$ cat config.mk
export PLATFORM = sky130hd
export DESIGN_NAME = mem_ctrl
export DESIGN_NICKNAME = d
export VERILOG_FILES = /design/src/rtl/mem_ctrl_pkg.sv /design/src/rtl/mem_ctrl.sv
export SDC_FILE = /design/constraint.sdc
export NUM_CORES = 1
export LEC_CHECK = 0
export CAP_MARGIN = 20
export CORE_UTILIZATION = 52
export CTS_CLUSTER_SIZE = 10
export DETAILED_ROUTE_END_ITERATION = 7
export PLACE_DENSITY = 0.87
export SLEW_MARGIN = 30
export SYNTH_ARGS = -nofsm -noshare
export SYNTH_HDL_FRONTEND = slang
export SYNTH_SLANG_ARGS = --single-unit
$ cat constraint.sdc
create_clock -name clk -period 3 [get_ports clk]
set_clock_uncertainty 0.15 [all_clocks]
set_input_delay 0.75 -clock clk [delete_from_list [all_inputs] [get_ports clk]]
set_output_delay 0.75 -clock clk [all_outputs]
set_load 0.02 [all_outputs]
$ cat src/rtl/mem_ctrl_pkg.sv
// mem_ctrl_pkg: shared encodings for the byte-serial memory controller.
//   - FSM state encodings (IDLE/READ/WRITE/DONE)
//   - LSB access-size encodings and the default IO region tag
//   - helpers: size code -> byte count, byte lane extraction
package mem_ctrl_pkg;

  localparam logic [1:0] ST_IDLE  = 2'd0;
  localparam logic [1:0] ST_READ  = 2'd1;
  localparam logic [1:0] ST_WRITE = 2'd2;
  localparam logic [1:0] ST_DONE  = 2'd3;

  localparam logic [1:0] SZ_BYTE = 2'd0;
  localparam logic [1:0] SZ_HALF = 2'd1;
  localparam logic [1:0] SZ_WORD = 2'd2;

  // addr[17:16] value marking the IO region (0x30000 and up)
  localparam logic [1:0] IO_BASE_HI_DEF = 2'b11;

  typedef enum logic {
    OWN_IF  = 1'b0,
    OWN_LSB = 1'b1
  } owner_e;

  // Number of bus bytes for an LSB size code; unused code 3 is treated as a word.
  function automatic logic [2:0] size_to_n(input logic [1:0] sz);
    case (sz)
      SZ_BYTE: size_to_n = 3'd1;
      SZ_HALF: size_to_n = 3'd2;
      default: size_to_n = 3'd4;
    endcase
  endfunction

  // Little-endian byte lane of a 32-bit word.
  function automatic logic [7:0] byte_lane(input logic [31:0] w, input logic [1:0] idx);
    case (idx)
      2'd0:    byte_lane = w[7:0];
      2'd1:    byte_lane = w[15:8];
      2'd2:    byte_lane = w[23:16];
      default: byte_lane = w[31:24];
    endcase
  endfunction

endpackage

$ cat src/rtl/mem_ctrl.sv
// mem_ctrl: serialises ICache fetches and LSB loads/stores onto a byte-wide
// RAM/IO bus. LSB has priority; a started transaction is never preempted.
// Ports:
//   clk, rst (async, active-low), rdy (global hold), clear (read rollback)
//   io_buffer_full            - IO write path cannot accept a store
//   mem_din/mem_dout/mem_a/mem_wr - byte bus (1-cycle read latency RAM)
//   if_addr_enable/if_addr    - fetch request; if_valid/if_inst response
//   lsb_enable/lsb_wr/lsb_size/lsb_addr/lsb_wdata - data request
//   lsb_valid/lsb_rdata       - data response (zero-extended raw bytes)
// All outputs come straight from registers.
module mem_ctrl
  import mem_ctrl_pkg::*;
#(
  parameter logic [1:0] IO_BASE_HI = IO_BASE_HI_DEF
) (
  input  logic        clk,
  input  logic        rst,
  input  logic        rdy,
  input  logic        clear,
  input  logic        io_buffer_full,
  input  logic [7:0]  mem_din,
  output logic [7:0]  mem_dout,
  output logic [31:0] mem_a,
  output logic        mem_wr,
  input  logic        if_addr_enable,
  input  logic [31:0] if_addr,
  output logic        if_valid,
  output logic [31:0] if_inst,
  input  logic        lsb_enable,
  input  logic        lsb_wr,
  input  logic [1:0]  lsb_size,
  input  logic [31:0] lsb_addr,
  input  logic [31:0] lsb_wdata,
  output logic        lsb_valid,
  output logic [31:0] lsb_rdata
);

  logic [1:0]  state_q, state_d;
  logic [2:0]  cnt_q, cnt_d;       // index of the next clock edge, E(cnt)
  logic [2:0]  n_q, n_d;
  logic [31:0] base_q, base_d;
  logic [31:0] wdata_q, wdata_d;
  owner_e      owner_q, owner_d;
  logic [31:0] asm_q, asm_d;
  logic [31:0] mem_a_q, mem_a_d;
  logic [7:0]  mem_dout_q, mem_dout_d;
  logic        mem_wr_q, mem_wr_d;
  logic        if_valid_q, if_valid_d;
  logic [31:0] if_inst_q, if_inst_d;
  logic        lsb_valid_q, lsb_valid_d;
  logic [31:0] lsb_rdata_q, lsb_rdata_d;

  logic lsb_io_stall;
  logic lsb_accept;
  logic if_accept;

  // An IO store facing a full buffer is refused, and it still blocks the
  // fetch so the LSB keeps its priority.
  assign lsb_io_stall = lsb_wr && (lsb_addr[17:16] == IO_BASE_HI) && io_buffer_full;
  assign lsb_accept   = lsb_enable && !lsb_io_stall;
  assign if_accept    = !lsb_enable && if_addr_enable && !clear;

  always_comb begin
    state_d     = state_q;
    cnt_d       = cnt_q;
    n_d         = n_q;
    base_d      = base_q;
    wdata_d     = wdata_q;
    owner_d     = owner_q;
    asm_d       = asm_q;
    mem_a_d     = mem_a_q;
    mem_dout_d  = mem_dout_q;
    mem_wr_d    = mem_wr_q;
    if_valid_d  = 1'b0;
    if_inst_d   = if_inst_q;
    lsb_valid_d = 1'b0;
    lsb_rdata_d = lsb_rdata_q;

    case (state_q)
      ST_IDLE: begin
        mem_wr_d = 1'b0;
        if (lsb_accept) begin
          base_d   = lsb_addr;
          n_d      = size_to_n(lsb_size);
          wdata_d  = lsb_wdata;
          owner_d  = OWN_LSB;
          asm_d    = '0;
          cnt_d    = 3'd1;
          mem_a_d  = lsb_addr;
          mem_wr_d = lsb_wr;
          if (lsb_wr) begin
            mem_dout_d = lsb_wdata[7:0];
            state_d    = ST_WRITE;
          end else begin
            state_d    = ST_READ;
          end
        end else if (if_accept) begin
          base_d   = if_addr;
          n_d      = 3'd4;
          owner_d  = OWN_IF;
          asm_d    = '0;
          cnt_d    = 3'd1;
          mem_a_d  = if_addr;
          state_d  = ST_READ;
        end
      end

      ST_READ: begin
        if (clear) begin
          state_d = ST_IDLE;
          cnt_d   = '0;
          mem_a_d = '0;
        end else begin
          // RAM returns byte k two edges after its address is driven.
          case (cnt_q)
            3'd2:    asm_d[7:0]   = mem_din;
            3'd3:    asm_d[15:8]  = mem_din;
            3'd4:    asm_d[23:16] = mem_din;
            3'd5:    asm_d[31:24] = mem_din;
            default: ;
          endcase
          if (cnt_q < n_q) begin
            mem_a_d = base_q + 32'(cnt_q);
          end
          if (cnt_q == n_q + 3'd1) begin
            state_d = ST_DONE;
            cnt_d   = '0;
            if (owner_q == OWN_LSB) begin
              lsb_rdata_d = asm_d;
              lsb_valid_d = 1'b1;
            end else begin
              if_inst_d   = asm_d;
              if_valid_d  = 1'b1;
            end
          end else begin
            cnt_d = cnt_q + 3'd1;
          end
        end
      end

      ST_WRITE: begin
        if (cnt_q < n_q) begin
          mem_a_d    = base_q + 32'(cnt_q);
          mem_dout_d = byte_lane(wdata_q, cnt_q[1:0]);
          mem_wr_d   = 1'b1;
          cnt_d      = cnt_q + 3'd1;
        end else begin
          mem_wr_d    = 1'b0;
          mem_a_d     = '0;
          lsb_valid_d = 1'b1;
          state_d     = ST_DONE;
          cnt_d       = '0;
        end
      end

      default: begin
        // DONE: requesters still hold their enable here, so nothing is accepted.
        mem_wr_d = 1'b0;
        state_d  = ST_IDLE;
      end
    endcase
  end

  always_ff @(posedge clk or negedge rst) begin
    if (!rst) begin
      state_q     <= ST_IDLE;
      cnt_q       <= '0;
      n_q         <= '0;
      base_q      <= '0;
      wdata_q     <= '0;
      owner_q     <= OWN_IF;
      asm_q       <= '0;
      mem_a_q     <= '0;
      mem_dout_q  <= '0;
      mem_wr_q    <= 1'b0;
      if_valid_q  <= 1'b0;
      if_inst_q   <= '0;
      lsb_valid_q <= 1'b0;
      lsb_rdata_q <= '0;
    end else if (rdy) begin
      state_q     <= state_d;
      cnt_q       <= cnt_d;
      n_q         <= n_d;
      base_q      <= base_d;
      wdata_q     <= wdata_d;
      owner_q     <= owner_d;
      asm_q       <= asm_d;
      mem_a_q     <= mem_a_d;
      mem_dout_q  <= mem_dout_d;
      mem_wr_q    <= mem_wr_d;
      if_valid_q  <= if_valid_d;
      if_inst_q   <= if_inst_d;
      lsb_valid_q <= lsb_valid_d;
      lsb_rdata_q <= lsb_rdata_d;
    end
  end

  // A mem_wr held high while rdy=0 is gated by the enclosing top level.
  assign mem_a     = mem_a_q;
  assign mem_dout  = mem_dout_q;
  assign mem_wr    = mem_wr_q;
  assign if_valid  = if_valid_q;
  assign if_inst   = if_inst_q;
  assign lsb_valid = lsb_valid_q;
  assign lsb_rdata = lsb_rdata_q;

endmodule

==> summary.md <==
| Metric | Value |
|---|---|
| Minimum clock period | `between 2000 and 3000 ps` |
| CTS max path bufs | `3` |
| Cell Area, Synth | `around 0.010 mm^2` |
| Unique masters post-synth | `between 60 and 70` |
| Pwr/cell area | `a little under 1000 mW/mm^2` |
| Post-Syn Area per Cell | `between 10 and 15 um^2` |
| Post-synth EDFFs | `0` |
| Routed WL per cell | `around 18 um` |
| Cts hold-fix bufs | `0` |
| Met1 wire length | `approximately 12 mm` |
| Worst slew margin | `between 50% and 60%` |
| Top Metal Used | `met4` |
| P&R area growth vs syn | `31.8%` |
| Final Non-Filler Cells | `1489` |
| # resized after CTS | `0` |
| Clk_lat worst skew | `500 ps` |
| Status | `finished clean` |
| CORE AREA | `around 0.02 mm^2` |
| I/O pin count | `between 200 and 250` |
| Fillers | `between 1000 and 1500` |
| Flop-to-flop setup slack | `300 ps` |
| Sw power | `just over 5 mW` |
| Global-route wire length before repair | `about 44 mm` |
| Power share of the combinational group | `between 40 and 50%` |
| Tcrit/Tclk final | `about 90%` |
| CTS tree | `yes` |
| Async set or reset register ratio after synthesis | `100%` |
| Post-DP HPWL | `~19 mm` |
| Root buf cell | `clkbuf_16` |
| Fin nets | `roughly 1400` |
| Initial drt markers | `822` |
| Setup tns final | `0 ps` |
| Initial antenna violation count | `0` |
| FF+latch count, synth | `212` |
| Die Wd | `approximately 140 um` |
| Die Y | `about 140 um` |
| Crit Path Max Fanout | `8` |
| Area of the multi-input gates | `about 0.0047 mm^2` |
| Synthesized instance count | `slightly above 1000` |
| Die area | `0.0205 mm^2` |
| Critical Path Start Type | `flop` |
| Slew @ Worst Pin | `between 700 and 800 ps` |
| Clock sink count | `212` |
| R2r startpoint | `cnt_q[1]` |
| Setup bufs post-CTS | `0` |
| Share of cells above drive strength 1 | `11.4%` |
| Yosys warns | `0` |
| Critical path class | `reg2reg` |
| GPL Wtd Cong | `0.886` |
| ANT nets after route | `0` |
| Cell-internal power | `~8.2 mW` |
| Setup violators final | `0` |
| Switch share | `a little under two fifths` |
| Largest net degree at the start of global routing | `73` |
| FMAX | `0.370 GHz` |
| Arrival @ worst endpoint | `between 2000 and 3000 ps` |
| CTS clk-pin slew, worst paths | `around 60 ps` |
| Critical path data required time | `3290 ps` |
| Met2 WL post-DR | `~13 mm` |
| Leakage | `around 5.9 nW` |
| Final Hold Viols | `0` |
| # diodes | `0` |
| RSZ-0062 raised after global routing | `no` |
| Class of the worst hold path | `in2async` |
| H-tree Lvls | `1` |
| Via count | `8866` |
| Inserted Clock Buffers | `25` |
| Routed wire length | `27.3 mm` |
| Starting density of the core | `53.1%` |
| Met3 wire length | `1.84 mm` |
| Syn Nets | `roughly 1100` |
| Std-Cell Rows | `51` |
| R2R cell count | `8` |
| Minimum hold slack | `113 ps` |
| MaxCap Viol Count | `0` |
| Drt drc | `0` |
| R2R Path End | `mem_a[17]` |
| TritonRoute pass-1 iters | `5` |
| Number of global-route vias before repair | `8667` |
| Placed cells | `about 1500` |
| Clock power frac | `between 10% and 20%` |
| Final slew viol count | `0` |
| Storage element area | `around 0.0053 mm^2` |
| PortBufs | `between 200 and 250` |
| Sequential group share of total power | `36.6%` |
| Via/cell ratio | `~6.0` |
| All-Layer GR Usage | `between 20% and 30%` |
| Dominant synthesized flop cell | `dfrtp_1` |
| CP Capture Type | `flop` |
| Seq/Total Area, Yosys | `51.2%` |
| Max IR drop VDD | `about 0.6 mV` |
| GRT overflow | `0` |
[final cells by class]
cell class / count / share of cell area [%]
clock inverters: 1 / 0.0641
repair buffers: 260 / 19.2
inverters: 19 / 0.522
clock buffers: 26 / 4.61
well taps: 265 / 2.43
multi-input cells: 706 / 34.4
flip-flops and latches: 212 / 38.8
[per-stage QoR]
step | utilization [%] | setup slack (ps) | power, mW | instance area [um^2]
floorplan | - | 481 | 8.56 | 10400
CTS | 70.0 | 352 | 13.4 | 13700
global route | 70.0 | 197 | 14.2 | 13700
detailed placement | 66.7 | -9.05 | 10.8 | 13000
finish | 70.0 | 301 | 13.4 | 13700
global placement | 66.7 | 92.5 | 10.5 | 13000
[power by group through the flow]
stage	clock network [mW]	logic [mW]	registers, mW
global route	2.69	6.48	5.04
detailed placement	0	5.89	4.90
global placement	0	5.69	4.84
finish	2.53	5.94	4.89
CTS	2.57	5.93	4.88
floorplan	0	3.30	5.26
[flip-flops by register name, summed over array words and instances (netlist names)]
signal,flops
cnt_q,3
if_valid,1
mem_wr,1
lsb_rdata,32
lsb_valid,1
wdata_q,32
mem_a,32
owner_q,1
if_inst,32
state_q,2
n_q,3
base_q,32
mem_dout,8
asm_q,32
[cell families after synthesis]
kind of cell / after synthesis / synth area share [%]
simple gates: 258 / 11.9
buf+inv: 94 / 3.67
compound gates: 302 / 18.1
fa+ha+maj: 17 / 2.12
flops: 212 / 51.2
xor+xnor: 15 / 1.40
mux: 114 / 11.7
[worst max-delay path by stage]
stage                         startpoint        end  slack (ps)  depth (start not counted)
after detailed placement  if_addr_enable  mem_a[15]          -9                          6
after global routing            cnt_q[1]  mem_a[17]         200                          8
after CTS                       cnt_q[1]  mem_a[17]         350                          8
final                           cnt_q[1]  mem_a[17]         300                          8
after global placement    if_addr_enable  mem_a[31]          90                          6
after floorplan           if_addr_enable   mem_a[3]         480                          7
[cell usage after synthesis (13+ instances only)]
master    instances  share of area, %
a21oi_1          66               3.2
a22oi_1          26               1.9
ha_1             16               1.9
nand3_1          13              0.63
o211ai_1         17               1.2
mux2_2           57               6.2
o22a_1           15               1.3
o21ai_0         115               5.6
dfrtp_1         212                51
nand2_1         126               4.6
nor2_1           39               1.4
mux2i_1          57               5.5
inv_1            19              0.69
clkbuf_1         52               1.9
nor2b_1          13              0.78
[worst max-delay path, cell delays in order (launching register included)]
cell     delay (ps)
dfrtp_1         510
ha_1            340
nor2b_1         140
o21ai_1         230
buf_4           180
a21oi_1          70
buf_4           170
nor3_1          590
a221o_1         260
[cell usage in the layout (no fill, tap or decap), types with 13 or more instances in the layout]
master	instances
nor2b_1	13
a21oi_1	66
mux2i_1	57
a22oi_1	26
o22a_1	15
clkbuf_16	25
o21ai_0	114
buf_4	31
nand3_1	13
nand2_1	125
dfrtp_1	212
mux2_2	57
nor2_1	38
clkdlybuf4s50_1	219
o211ai_1	17
ha_1	16
inv_1	19
[per-layer routing]
layer / GRT usage [%] / vias to the layer above
li1: - / 4097
met1: 37.0 / 4309
met2: 43.9 / 385
met3: 4.29 / 75
met4: 11.0 / 0
met5: 0 / -
No activity file was read; power rests on OpenSTA's default activity.
